### src/rtl/ldpc_iteration_sequencer.sv
// Phase controller for the flooding LDPC decoder: sweeps the C2R and R2C interleaver
// ROMs once per phase, drains the pipeline between phases and stops on parity or limit.
module ldpc_iteration_sequencer #(
   parameter int EXPANSION_FACTOR = 96,
   parameter int NUM_COLS         = 24,
   parameter int NUM_ROWS         = 12,
   parameter int DRAIN_CYCLES     = 4,
   parameter int ITER_W           = 6
) (
   input  logic              i_clock,
   input  logic              i_reset,
   input  logic              i_start,
   input  logic [ITER_W-1:0] i_max_iter,
   input  logic              i_early_term_en,
   input  logic              i_parity_ok,
   input  logic              i_abort,
   output logic              o_ready,
   output logic              o_busy,
   output logic              o_valid_c2r,
   output logic              o_valid_r2c,
   output logic              o_first_iter,
   output logic [ITER_W-1:0] o_iteration,
   output logic              o_done,
   output logic              o_converged,
   output logic              o_aborted
);

   localparam int C2R_LEN  = NUM_COLS * EXPANSION_FACTOR;
   localparam int R2C_LEN  = NUM_ROWS * EXPANSION_FACTOR;
   localparam int PHASE_MAX = (C2R_LEN > R2C_LEN) ? C2R_LEN : R2C_LEN;
   localparam int CNT_W    = $clog2(PHASE_MAX);

   typedef enum logic [2:0] {
      S_IDLE      = 3'd0,
      S_C2R       = 3'd1,
      S_C2R_DRAIN = 3'd2,
      S_R2C       = 3'd3,
      S_R2C_DRAIN = 3'd4,
      S_CHECK     = 3'd5,
      S_DONE      = 3'd6
   } state_t;

   state_t            state_r, state_s;
   logic [CNT_W-1:0]  cnt_r, cnt_s;
   logic [ITER_W-1:0] iter_r, iter_s;
   logic [ITER_W-1:0] max_r, max_s;
   logic              et_r, et_s;
   logic              par_r, par_s;
   logic              first_r, first_s;
   logic              ready_r, ready_s;
   logic              busy_r, busy_s;
   logic              vc2r_r, vc2r_s;
   logic              vr2c_r, vr2c_s;
   logic              done_r, done_s;
   logic              conv_r, conv_s;
   logic              abt_r, abt_s;

   // Next-state and next-output logic; outputs trail the state by one cycle so each
   // phase state of length L produces exactly L valid cycles.
   always_comb begin
      state_s = state_r;
      cnt_s   = cnt_r + CNT_W'(1);
      iter_s  = iter_r;
      max_s   = max_r;
      et_s    = et_r;
      par_s   = par_r;
      first_s = first_r;
      ready_s = (state_r == S_IDLE);
      vc2r_s  = (state_r == S_C2R);
      vr2c_s  = (state_r == S_R2C);
      done_s  = (state_r == S_DONE);
      conv_s  = (state_r == S_DONE) ? par_r : 1'b0;
      abt_s   = 1'b0;
      case (state_r)
         S_IDLE: begin
            cnt_s = {CNT_W{1'b0}};
            if (ready_r && i_start) begin
               max_s   = (i_max_iter == {ITER_W{1'b0}}) ? ITER_W'(1) : i_max_iter;
               et_s    = i_early_term_en;
               par_s   = 1'b0;
               iter_s  = ITER_W'(1);
               first_s = 1'b1;
               ready_s = 1'b0;
               state_s = S_C2R;
            end else begin
               state_s = S_IDLE;
            end
         end
         S_C2R: begin
            if (cnt_r == CNT_W'(C2R_LEN - 1)) begin
               state_s = S_C2R_DRAIN;
               cnt_s   = {CNT_W{1'b0}};
            end else begin
               state_s = S_C2R;
            end
         end
         S_C2R_DRAIN: begin
            if (cnt_r == CNT_W'(DRAIN_CYCLES - 1)) begin
               state_s = S_R2C;
               cnt_s   = {CNT_W{1'b0}};
            end else begin
               state_s = S_C2R_DRAIN;
            end
         end
         S_R2C: begin
            if (cnt_r == CNT_W'(R2C_LEN - 1)) begin
               state_s = S_R2C_DRAIN;
               cnt_s   = {CNT_W{1'b0}};
            end else begin
               state_s = S_R2C;
            end
         end
         S_R2C_DRAIN: begin
            if (cnt_r == CNT_W'(DRAIN_CYCLES - 1)) begin
               state_s = S_CHECK;
               cnt_s   = {CNT_W{1'b0}};
            end else begin
               state_s = S_R2C_DRAIN;
            end
         end
         S_CHECK: begin
            par_s = i_parity_ok;
            cnt_s = {CNT_W{1'b0}};
            if ((et_r && i_parity_ok) || (iter_r == max_r)) begin
               state_s = S_DONE;
            end else begin
               iter_s  = iter_r + ITER_W'(1);
               first_s = 1'b0;
               state_s = S_C2R;
            end
         end
         S_DONE: begin
            cnt_s   = {CNT_W{1'b0}};
            first_s = 1'b0;
            state_s = S_IDLE;
         end
         default: begin
            cnt_s   = {CNT_W{1'b0}};
            state_s = S_IDLE;
         end
      endcase
      // Abort overrides everything, including the CHECK decision.
      if (i_abort && (state_r != S_IDLE)) begin
         state_s = S_IDLE;
         cnt_s   = {CNT_W{1'b0}};
         first_s = 1'b0;
         vc2r_s  = 1'b0;
         vr2c_s  = 1'b0;
         done_s  = 1'b1;
         conv_s  = 1'b0;
         abt_s   = 1'b1;
         ready_s = 1'b0;
      end else begin
         abt_s = 1'b0;
      end
      busy_s = ~ready_s;
   end

   // State, configuration and output registers.
   always_ff @(posedge i_clock) begin
      if (i_reset) begin
         state_r <= S_IDLE;
         cnt_r   <= {CNT_W{1'b0}};
         iter_r  <= {ITER_W{1'b0}};
         max_r   <= {ITER_W{1'b0}};
         et_r    <= 1'b0;
         par_r   <= 1'b0;
         first_r <= 1'b0;
         ready_r <= 1'b1;
         busy_r  <= 1'b0;
         vc2r_r  <= 1'b0;
         vr2c_r  <= 1'b0;
         done_r  <= 1'b0;
         conv_r  <= 1'b0;
         abt_r   <= 1'b0;
      end else begin
         state_r <= state_s;
         cnt_r   <= cnt_s;
         iter_r  <= iter_s;
         max_r   <= max_s;
         et_r    <= et_s;
         par_r   <= par_s;
         first_r <= first_s;
         ready_r <= ready_s;
         busy_r  <= busy_s;
         vc2r_r  <= vc2r_s;
         vr2c_r  <= vr2c_s;
         done_r  <= done_s;
         conv_r  <= conv_s;
         abt_r   <= abt_s;
      end
   end

   assign o_ready      = ready_r;
   assign o_busy       = busy_r;
   assign o_valid_c2r  = vc2r_r;
   assign o_valid_r2c  = vr2c_r;
   assign o_first_iter = first_r;
   assign o_iteration  = iter_r;
   assign o_done       = done_r;
   assign o_converged  = conv_r;
   assign o_aborted    = abt_r;

endmodule

### config.mk
export PLATFORM = sky130hd
export DESIGN_NAME = ldpc_iteration_sequencer
export DESIGN_NICKNAME = d
export VERILOG_FILES = /design/src/rtl/ldpc_iteration_sequencer.sv
export SDC_FILE = /design/constraint.sdc
export NUM_CORES = 1
export LEC_CHECK = 0
export CORE_MARGIN = 5
export CORE_UTILIZATION = 50
export DETAILED_ROUTE_END_ITERATION = 7
export PLACE_DENSITY = 0.81
export SLEW_MARGIN = 5
export SYNTH_ARGS = -nofsm -noshare
export SYNTH_HDL_FRONTEND = slang
export SYNTH_SLANG_ARGS = --single-unit
### constraint.sdc
create_clock -name i_clock -period 2.1 [get_ports i_clock]
set_clock_uncertainty 0.15 [all_clocks]
set_input_delay 0.42 -clock i_clock [delete_from_list [all_inputs] [get_ports i_clock]]
set_output_delay 0.42 -clock i_clock [all_outputs]
set_load 0.01 [all_outputs]
==> Word level (Yosys, flattened, before mapping) <==
Cells that the tools add are included.
{ "totals": {"register_bits": 37, "inputBits": 12, "elab_cells": 71} }
{ "classes": {"addsub": 2, "n_eq_ne": 12, "mux": 25, "bitwise_logic": 2, "reduce_logical": 16} }
{ "op_table": {"columns": ["operator", "n"], "rows": [
  ["$mux W12", 3],
  ["$pmux W12 S3", 1],
  ["$mux W6", 3],
  ["$pmux W3 S6", 1],
  ["$add A12 B1 Y12 const B", 1],
  ["$eq A12 B11 Y1 const B", 1],
  ["$eq A12 B12 Y1 const B", 1],
  ["$eq A12 B2 Y1 const B", 1],
  ["$pmux W6 S2", 1],
  ["$mux W1", 11],
  ["$eq A3 B3 Y1 const B", 3],
  ["$add A6 B1 Y6 const B", 1],
  ["$eq A3 B2 Y1 const B", 2],
  ["$eq A6 B6 Y1", 1],
  ["$logic_not A6 Y1", 1],
  ["$mux W3", 2],
  ["$reduce_and A3 Y1", 2],
  ["$reduce_bool A3 Y1", 2],
  ["$reduce_and A2 Y1", 2],
  ["$reduce_or A2 Y1", 2],
  ["$eq A3 B1 Y1 const B", 1],
  ["$logic_and A1 B1 Y1", 3],
  ["$logic_not A3 Y1", 1],
  ["$pmux W1 S3", 1],
  ["other kinds (8)", 9]
]} }

==> Depth between registers and ports, before layout <==
Gate-level depths: netlist of the first run.
{ "depth": {"ltp_word": 5, "ltp_mapped": 7, "ltp_nobuf": 6} }

==> Worst setup path before layout of the first run <==
Ideal clock, no wire load.
{ "synth_path": {"path_type": "flip-flop to flip-flop", "from": "register cnt_r[0]", "to": "register cnt_r[10]", "setup_ps": 130, "t_arrival_ps": 1519, "required_ps": 1820, "slack_ps": 301, "path_stages_with_launch": 7, "n_path_buf": 0, "period_less_slack_ps": 1799, "cell_sequence": "dfxtp_1 ha_1 nand4_2 nor4_4 o21ai_1 a32oi_2 nor2_1"} }
{ "synth_between": {"elab_chain_len": 3} }
{ "synth_lines": {"columns": ["item", "line_no", "text"], "rows": [
  ["start, declared", "44", "logic [CNT_W-1:0] cnt_r, cnt_s;"],
  ["start signal, assigned", "163", "cnt_r <= {CNT_W{1'b0}};"],
  ["start signal, assigned", "178", "cnt_r <= cnt_s;"],
  ["$add A12 B1 Y12, or another cell as far along", "62", "cnt_s = cnt_r + CNT_W'(1);"],
  ["$mux W12, on equally long branches", null, null],
  ["$pmux W12 S3 *", "74", "case (state_r)"]
]} }
Mark *: on every way between the ends. The rest lies on a longest branch, timed or not.
A chain may end at the register's enable or synchronous reset.

==> Worst setup path after layout of the first run <==
{ "layout_path": {"from": "register iter_r[3], in the netlist o_iteration[3]", "to": "output o_iteration[3]"} }
{ "layout_rtl": {"columns": ["item", "line_no", "text"], "rows": [
  ["start, declared", "45", "logic [ITER_W-1:0] iter_r, iter_s;"],
  ["start signal, assigned", "164", "iter_r <= {ITER_W{1'b0}};"],
  ["start signal, assigned", "179", "iter_r <= iter_s;"],
  ["end, declared", "22", "output logic [ITER_W-1:0] o_iteration,"]
]} }
No word-level cell between the ends.

==> impl_results.md, run 1 <==
* Ant diodes at 0
* Kind of critical path: reg2out
* Syn_nets at 217
* Pwr dens at 668 mW/mm²
* WP data required at 1.53 ns
* DIE AREA at 0.00471 mm²
* Min-delay worst type: reg2reg
* Critical Path AT at 1.45 ns
* Clock root buffer: clkbuf_4
* Filler cell count at 294
* Synth Area per Inst at 8.47 µm²
* Sequential area share after synthesis at 43.1%
* Top layer in use: met4
* GRT Util Overall at 19.1%
* CTS Buf Count at 5
* First-pass GRT wire length at 6.56 mm
* Synth cell count leaders: 37 x dfxtp_1, 28 x nand2_1, 23 x nor2_1
* Syn-to-layout area delta at 25.8%
* Chip width at 68.7 µm
* Cells after Synth at 203
* Max Slew Vio Count at 0
* Post-DP HPWL at 2.93 mm
* Multi-input logic area at 921 µm²
* CP Max Fanout at 7
* Static Leakage at 0.757 nW
* EDFF count, synth at 0
* Hold Worst Slack at 0.292 ns
* Dominant cell type by area after synthesis: dfxtp_1
* H-tree lvl count at 2
* Nets at 253
* Critical path cell sequence: clkdlybuf4s50_1
* Hold Vio Cnt, Final at 0
* Maximum capacitance violations at 0
* R2R Path Start: cnt_r[1]
* Core area at 0.00334 mm²
* Reg-to-Reg End: cnt_r[2]
* CP delay by family, top: buffers and inverters
* Iter 0 DRT Violations at 97
* Yosys reg bits at 37
* Placed insts at 278
* Area share of the largest cell type after synthesis at 43.1%
* Setup-failing EPs final at 0
* Vias per inst at 5.39
* Die Ht at 68.7 µm
* Routed Wire Length at 3.80 mm
* Clock sink count at 37
* Antenna-violating nets left at 0
* Fmax at 0.496 GHz
* VDD IR-drop max at 0.405 mV
* Routed length on met2 at 1.82 mm
* CP Launch Type: register
* Pin count of the biggest net entering global routing at 17
* Synth warnings at 0
* Clock-pin slew on the worst setup and hold paths at 0.11 ns
* GPL Wtd Cong at 0.880
* Period utilization at 96.0%
* CP max stage delay at 0.60 ns
* Crit end category: output pin
* Number of iterations in the first detailed-routing pass at 4
* CP max-delay cell: clkdlybuf4s50_1
* Mapped Area at 0.00172 mm²
* Remaining DRCs at 0
* Ranking of synthesized cells by area: dfxtp_1 43%, nand2_1 6.1%, xnor2_1 6.1%
* TritonCTS clock tree: yes
* Count leader, synth: dfxtp_1
* Post-synth cell types at 42
* Vias in the first global route at 1500
* Final setup TNS at 0 ns
* Routed wire per std cell at 13.3 µm
* Status: completed
* Slew at the pin with the worst max-slew slack at 0.385 ns
* Cell depth of the worst flop-to-flop path at 7
* GRT overflow at 0
* Cell Count, Final, Fillers Out at 286
* Min Tclk post-route at 2.02 ns
* Std cell rows at 21
* Initial antenna violation count at 0
* Met3 WL at 258 µm
* CP Capture Point: o_iteration[3]
* IO Port Bufs at 25
* Asr flop ratio synth at 0%
* Fin util at 64.9%
* Via count at 1541
* Top FF cell, synth: dfxtp_1
* Reg2reg setup slack at 0.25 ns
* Maximum buffer depth of the clock tree at 2
* Initial Util at 51.6%
* Met1 wire length at 1.66 mm
* Layout cells sized above 1 at 12.9%
* Slew HR at 74.1%
* Skew-Pair Late Insertion Delay at 0.35 ns
* Crit. Startpoint: o_iteration[3]
* Flip-flop and latch area at 742 µm²
* RSZ-0062 raised after global routing: false
* CP bufs+invs at 1
* Crit path depth at 1
* Ports at 26
## worst min path at each step
stage,from,cells past startpoint,endpoint
finish,cnt_r[0],1,cnt_r[0]
global route,par_r,2,o_converged
CTS,par_r,2,o_converged
detailed placement,par_r,2,o_converged
global placement,par_r,2,o_converged
floorplan,par_r,2,o_converged
## area by class of cell
class / instances / share of cell area, %
clock inverters: 1 / 1.39
well taps: 46 / 2.66
repair buffers: 37 / 15.7
flip-flops and latches: 37 / 34.3
clock buffers: 7 / 2.54
multi-input cells: 153 / 42.5
inverters: 5 / 0.867
## cell families (layout without fill, tap and decap cells)
family,after synthesis,in the layout,synth area share (%)
flops,37,37,43.1
fa+ha+maj,2,2,1.45
compound gates,33,33,12.8
simple gates,99,99,29.4
mux,1,1,0.582
buf+inv,13,50,3.56
xor+xnor,18,18,9.16
## metrics by stage
step	worst slack, ns	power (mW)	cell area (µm²)
2_1_floorplan	0.301	0.856	1720
3_3_place_gp	0.161	0.939	2080
3_5_place_dp	0.0981	0.946	2080
4_1_cts	0.0927	1.46	2160
5_1_grt	0.0384	1.51	2160
6_report	0.0846	1.45	2160
## metal layers
| layer | vias to the layer above | GRT usage [%] |
|---|---|---|
| li1 | 776 | - |
| met1 | 718 | 22.7 |
| met2 | 41 | 31.6 |
| met3 | 6 | 3.89 |
| met4 | 0 | 11.2 |
| met5 | - | 0 |
## flip-flops by register name, indices dropped and copies added (netlist names)
register	count
o_done	1
o_busy	1
o_ready	1
et_r	1
o_converged	1
state_r	3
max_r	6
o_valid_c2r	1
o_valid_r2c	1
o_first_iter	1
o_aborted	1
par_r	1
cnt_r	12
o_iteration	6
## what timing repair did
item,in CTS,in global routing
setup buffers,0,0
hold buffers,0,0
resized for setup,0,2
endpoints found under the setup margin,0,9
## power by group
| group | internal (mW) | total [mW] | switching [mW] |
|---|---|---|---|
| combinational | 0.0902 | 0.181 | 0.0912 |
| clock | 0.284 | 0.517 | 0.233 |
| sequential | 0.727 | 0.748 | 0.0213 |
## placed cells by master (no fill, tap or decap), drive strengths merged, types with 2 or more instances in the layout
cell / synthesis / layout
nor3: 2 / 2
o21ai: 7 / 7
nand4: 3 / 3
xor2: 6 / 6
and3: 6 / 6
nor2: 24 / 24
xnor2: 12 / 12
a21oi: 12 / 12
clkdlybuf4s50: 0 / 25
clkbuf: 5 / 7
nand3: 19 / 19
nand2: 28 / 28
nor2b: 3 / 3
or4: 2 / 2
a31oi: 7 / 7
dfxtp: 37 / 37
ha: 2 / 2
a32oi: 2 / 2
buf: 3 / 12
or3: 4 / 4
inv: 5 / 5
nor4: 2 / 2
No activity file was read; power rests on OpenSTA's default activity.
==> run 2, diff against run 1 <==
Settings changed: ABC_CLOCK_PERIOD_IN_PS set to 2100.
==> results of run 2 <==
Final layout, timing and power as in run 1 (identical DEF).
